===== config.mk =====
export PLATFORM = sky130hd
export DESIGN_NAME = sm3_ctrl
export DESIGN_NICKNAME = d
export VERILOG_FILES = /design/src/rtl/sm3_ctrl.sv
export SDC_FILE = /design/constraint.sdc
export NUM_CORES = 2
export LEC_CHECK = 0
export BUFFER_PORTS_ARGS = -buffer_cell sky130_fd_sc_hd__buf_2
export CORE_AREA = 2 2 697 699
export DETAILED_ROUTE_END_ITERATION = 16
export DIE_AREA = 0 0 699 701
export GPL_ROUTABILITY_DRIVEN = 0
export GPL_TIMING_DRIVEN = 0
export PLACE_DENSITY = 0.3
export SETUP_SLACK_MARGIN = 0.5
export SLEW_MARGIN = 20
export SYNTH_ARGS = -nofsm -noshare
export SYNTH_HDL_FRONTEND = slang
export SYNTH_SLANG_ARGS = --single-unit

===== constraint.sdc =====
create_clock -name i_clk -period 1.7 [get_ports i_clk]
set_clock_uncertainty 0.1 [all_clocks]
set_input_delay 0.34 -clock i_clk [delete_from_list [all_inputs] [get_ports i_clk]]
set_output_delay 0.34 -clock i_clk [all_outputs]
set_load 0.03 [all_outputs]

===== src/rtl/sm3_ctrl.sv =====
// Block sequencer for an SM3 compression core: accepts padded 512-bit blocks,
// chains the 256-bit state across blocks and strobes the final digest.
// Optional watchdog on the core handshake is enabled by defining SM3_CTRL_WDT_EN.
module sm3_ctrl (
  input  logic         i_clk,
  input  logic         i_rst,
  input  logic         i_valid,
  output logic         o_ready,
  input  logic [511:0] i_data,
  input  logic         i_first,
  input  logic         i_last,
  output logic         o_core_start,
  output logic [511:0] o_core_data,
  output logic [255:0] o_core_vin,
  input  logic [255:0] i_core_vout,
  input  logic         i_core_done,
  output logic [255:0] o_hash,
  output logic         o_hash_valid,
  output logic         o_err
);

  localparam logic [255:0] IV = 256'h7380166f_4914b2b9_172442d7_da8a0600_a96f30bc_163138aa_e38dee4d_b0fb0e4e;

  typedef enum logic [1:0] {
    IDLE  = 2'd0,
    START = 2'd1,
    WAIT  = 2'd2
  } state_t;

  state_t       state_reg, state_next;
  logic         accept, finish, timeout;
  logic         last_reg;
  logic [511:0] core_data_reg;
  logic [255:0] core_vin_reg;
  logic [255:0] chain_reg;
  logic [255:0] hash_reg;
  logic         hash_valid_reg;

`ifdef SM3_CTRL_WDT_EN
  logic [6:0] wdt_reg;
  logic       err_reg;

  // Timeout fires on the edge where the WAIT count would reach 80; a done on that edge wins.
  assign timeout = (state_reg == WAIT) && !i_core_done && (wdt_reg == 7'd79);

  always_ff @(posedge i_clk) begin
    if (i_rst) begin
      wdt_reg <= 7'd0;
      err_reg <= 1'b0;
    end else begin
      err_reg <= timeout;
      if (state_reg == START)
        wdt_reg <= 7'd0;
      else if (state_reg == WAIT)
        wdt_reg <= wdt_reg + 7'd1;
    end
  end

  assign o_err = err_reg;
`else
  assign timeout = 1'b0;
  assign o_err   = 1'b0;
`endif

  always_ff @(posedge i_clk) begin
    if (i_rst)
      state_reg <= IDLE;
    else
      state_reg <= state_next;
  end

  always_comb begin
    state_next   = state_reg;
    accept       = 1'b0;
    finish       = 1'b0;
    o_ready      = 1'b0;
    o_core_start = 1'b0;
    case (state_reg)
      IDLE: begin
        o_ready = 1'b1;
        if (i_valid) begin
          accept     = 1'b1;
          state_next = START;
        end
      end
      START: begin
        o_core_start = 1'b1;
        state_next   = WAIT;
      end
      WAIT: begin
        if (i_core_done) begin
          finish     = 1'b1;
          state_next = IDLE;
        end else if (timeout) begin
          state_next = IDLE;
        end
      end
      default: state_next = IDLE;
    endcase
  end

  // Core operands are captured at acceptance and held until the block retires.
  always_ff @(posedge i_clk) begin
    if (i_rst) begin
      core_data_reg  <= '0;
      core_vin_reg   <= '0;
      chain_reg      <= '0;
      hash_reg       <= '0;
      hash_valid_reg <= 1'b0;
      last_reg       <= 1'b0;
    end else begin
      hash_valid_reg <= 1'b0;
      if (accept) begin
        core_data_reg <= i_data;
        core_vin_reg  <= i_first ? IV : chain_reg;
        last_reg      <= i_last;
      end
      if (finish) begin
        chain_reg <= i_core_vout;
        if (last_reg) begin
          hash_reg       <= i_core_vout;
          hash_valid_reg <= 1'b1;
        end
      end
    end
  end

  assign o_core_data  = core_data_reg;
  assign o_core_vin   = core_vin_reg;
  assign o_hash       = hash_reg;
  assign o_hash_valid = hash_valid_reg;

endmodule


Yosys cells after proc, flatten, opt, wreduce, memory -nomap -nowiden
Index checks and enable logic that the tools add are counted.
- bits in registers: 1284
- latch bits: 0
- memory bits (writable): 0
- memory bits (read-only): 0
- input bits: 774
- output and inout port bits: 1028
- logic and storage cells: 27
- memories: 0
- $add $sub $neg: 0
- multiply operators: 0
- divide/modulo/power cells: 0
- order comparisons: 0
- eq/ne operators: 4
- shift-type cells: 0
- mux-type cells: 11
- bitwise logic cells: 1
- reductions and logical operators: 4
- operator list (kind ; count):
    $mux 256 ; 1
    $mux 1 ; 7
    $pmux 2 s3 ; 1
    $mux 2 ; 2
    $ne 2x2->1 const B ; 2
    $reduce_and 2->1 ; 2
    $eq 2x1->1 const B ; 1
    $eq 2x2->1 const B ; 1
    $logic_not 2->1 ; 1
    $reduce_or 2->1 ; 1
    $not 1->1 ; 1

Logic depth before layout (Yosys ltp)
- depth in word-level cells: 4
- depth in mapped cells: 6

Least setup slack after synthesis
Ideal clock, no wire load.
- path kind: input -> register
- start point: in i_rst
- end point: reg hash_reg[126] (netlist: o_hash[126])
- library setup time: 0.126 ns
- arrival: 1.281 ns
- path slack: 0.193 ns
- cell stages on the path: 6
- path buffers: 4
- cells stage by stage: clkbuf_1 buf_2 clkbuf_1 clkbuf_1 nand2b_1 mux2i_1
- RTL lines (item ; RTL line ; source):
    start: declaration ; 6 ; input logic i_rst,
    end signal: assignment ; 121 ; hash_reg <= i_core_vout;
    end: declaration ; 36 ; logic [255:0] hash_reg;

Final worst setup path
- start point: reg state_reg[1]
- end point: reg core_data_reg[472] (netlist: o_core_data[472])
- cells in the longest elaborated chain, start to end: 2
- RTL lines (item ; RTL line ; source):
    start: declaration ; 30 ; state_t state_reg, state_next;
    start signal: assignment ; 69 ; state_reg <= state_next;
    $logic_not 2->1 ; 78 ; case (state_reg)
    $mux 1 ; 78 ;
    end signal: assignment ; 114 ; core_data_reg <= i_data;
    end: declaration ; 33 ; logic [511:0] core_data_reg;
No other way between the ends.
A chain may end at the register's enable or synchronous reset.

==> flow_summary.ini <==
[worst_setup_path]
critPathRequiredTime_ps = 2360
cp.arrival_ps = 2760
end_kind = register
crit_fanout = 10
r2r_cells = 7
startpoint_type = register
critPathKind = register to register

[clock_tree]
clk_pin_slew_ps = 60
insertion_delay_ps = 880
cts_tree = done
htree_levels = 4
clock_path_buffers = 4
cts_buffers = 182
root_buffer = clkbuf_16
clkSinkCount = 1284

[route]
totalWireLength_um = 396000
vias = 50165
top_layer = met5
first_iter_violations = 2071
antenna_left = 0
wirelength_met1_um = 145000
drc = 0
met3_wirelength_um = 27800
dr_wl_met2_um = 200000
routed_via_density = 3.35
route.detailed.wl_per_inst_um = 26.5
dr.pass1.iters = 4

[pwr]
power_mw = 88.7
peakVddDrop_uv = 678
p_per_area_mw_per_mm2 = 898
clockPowerShare_pct = 44.3
power_frac_comb_pct = 19.1
p_int_mw = 62.2
leakagePower_nw = 42.0
p_sw_mw = 26.6
pwr-share-seq_pct = 36.5
switching_share_pct = 29.9

[sta]
tightest_slew_ps = 847
finalSetupViolCount = 2035
finalSetupTns_ps = -315650
rsz0062_at_grt = true
worst_slack_ps = -398
hold_violations = 0
whs_ps = 153
finalMaxSlewViolations = 0
period_needed_ps = 2100
relSlewSlack_pct = 43.5
fin_crit_sh_pct = 123
max_freq_mhz = 477

[hold_path]
hold_class = input pin to register
hold_path_depth = 4

[synthesis]
synthDistinctLibCells = 18
synth_cells = 5312
ys_seq_elements = 1284
synth.net_count = 6086
netlist_top_cells_area = dfxtp_1 (46%), nand2b_1 (23%), mux2i_1 (23%), or3b_2 (2.2%), clkbuf_1 (1.7%)
synth_top_area_cell = dfxtp_1
yosysWarnings = 0
synth_top_area_share_pct = 46.2
postSynthAreaPerCell_sq_um = 10.5
seq_area_frac_synth_pct = 46.2
mappedNetlistArea_sq_mm = 0.0556

[final_layout]
fillers = 53013
drive_gt1_share_pct = 41.5
area_growth_pct = 77.7
layout_common_cells = nand2b_1 (2048), mux2i_1 (1266), buf_2 (1164), dlygate4sd3_1 (776), dfxtp_1 (640)
largest_reg_flops = 512
final_cell_area_sq_mm = 0.0988
layout_commonest_cell = nand2b_1
nNetsFinal = 9136

[floorplan]
pin_count = 1802
die-width_um = 699
core_sq_mm = 0.482
fp.dieArea_sq_mm = 0.490
initial_core_util_pct = 11.5
num_rows = 255
die_h_um = 701

[grt]
antenna_found_initial = 100
grt_max_degree = 15
grt_use_total_pct = 15.1
grt_pass1_vias = 52076
grt_first_pass_wirelength_um = 500000
grt.overflow.total = 0

[status]
violations = negative setup slack
status = finished with violations

[placed_design]
placed_cell_area_sq_mm = 0.0738
io_buffers = 1798
pre_cts_slack_ps = -2000
dp_hpwl_um = 322000

[job]
cap_violations = 0
[cell usage after synthesis]
master	count
nand2b_1	2050
dfxtp_1	1284
mux2i_1	1281
clkbuf_1	256
or3b_2	137
o21bai_1	119
buf_4	81
buf_2	72
buf_6	11
buf_1	10
nor2_1	3
nor3b_1	2
and3b_1	1
conb_1	1
nand4b_1	1
nor2b_1	1
o21ba_2	1
or3b_1	1
[repair_timing]
action,CTS,global route
buffers inserted,4,208
endpoints found under the setup margin,2311,2311
resized for setup,262,2948
pin swaps,0,2
gates cloned,0,79
hold buffers,776,0
endpoints found under the hold margin,1046,0
[cell type report]
class / instances / area, sq um / area share [%]
diodes: 39 / 97.6 / 0.0988
repair buffers: 2866 / 26200 / 26.5
flip-flops and latches: 1284 / 26700 / 27.1
plain buffers: 430 / 3910 / 3.95
clock inverters: 47 / 634 / 0.642
well taps: 6425 / 8040 / 8.14
multi-input cells: 3598 / 27900 / 28.2
clock buffers: 267 / 5290 / 5.35
[logic make-up (layout without fill, tap and decap cells)]
family	count (synthesis)	in the layout	synth area share (%)
DFF	1284	1284	46.2
buffers and inverters	430	3610	3.76
AOI/OAI and AO/OA	120	120	1.62
other	1	40	0.00674
muxes	1281	1281	23.1
and+or+nand+nor	2196	2196	25.3
[metal layers]
| layer | vias up | global-route usage (%) |
|---|---|---|
| li1 | 23635 | - |
| met1 | 24464 | 15.9 |
| met2 | 1483 | 28.4 |
| met3 | 535 | 4.11 |
| met4 | 48 | 5.21 |
| met5 | - | 0 |
[worst paths after layout]
check                                                    from                             to  slack, ps
worst max-delay path                state_reg[1]$_SDFFE_PP0P_  o_core_data[472]$_SDFFE_PP0P_       -400
worst min-delay path                              i_data[505]  o_core_data[505]$_SDFFE_PP0P_        150
worst max register to register      state_reg[1]$_SDFFE_PP0P_  o_core_data[472]$_SDFFE_PP0P_       -400
worst min register to register  o_core_data[182]$_SDFFE_PP0P_  o_core_data[182]$_SDFFE_PP0P_        370
[worst max-delay path, cell delays in order (launching register included)]
cell     delay, ps
dfxtp_4        370
buf_4          150
nor3b_4        240
buf_12         220
buf_12         190
buf_16         160
buf_16         170
mux2i_1        210
[power by group through the flow]
| stage | clock network (mW) | logic (mW) | registers (mW) |
|---|---|---|---|
| 3_5_place_dp | 0 | 12.9 | 32.8 |
| 4_1_cts | 41.0 | 14.9 | 32.2 |
| 6_report | 39.3 | 17.0 | 32.4 |
| 3_3_place_gp | 0 | 12.9 | 32.8 |
| 5_1_grt | 42.0 | 17.8 | 32.6 |
| 2_1_floorplan | 0 | 4.70 | 34.8 |
[per-stage QoR]
step | util [%] | std cells
after floorplan | - | 5312
after global placement | 15.3 | 13535
after detailed placement | 15.3 | 13536
after CTS | 18.3 | 14630
after global routing | 20.5 | 14928
final | 20.5 | 14956
Note: power is estimated with default switching activity, not from simulation.
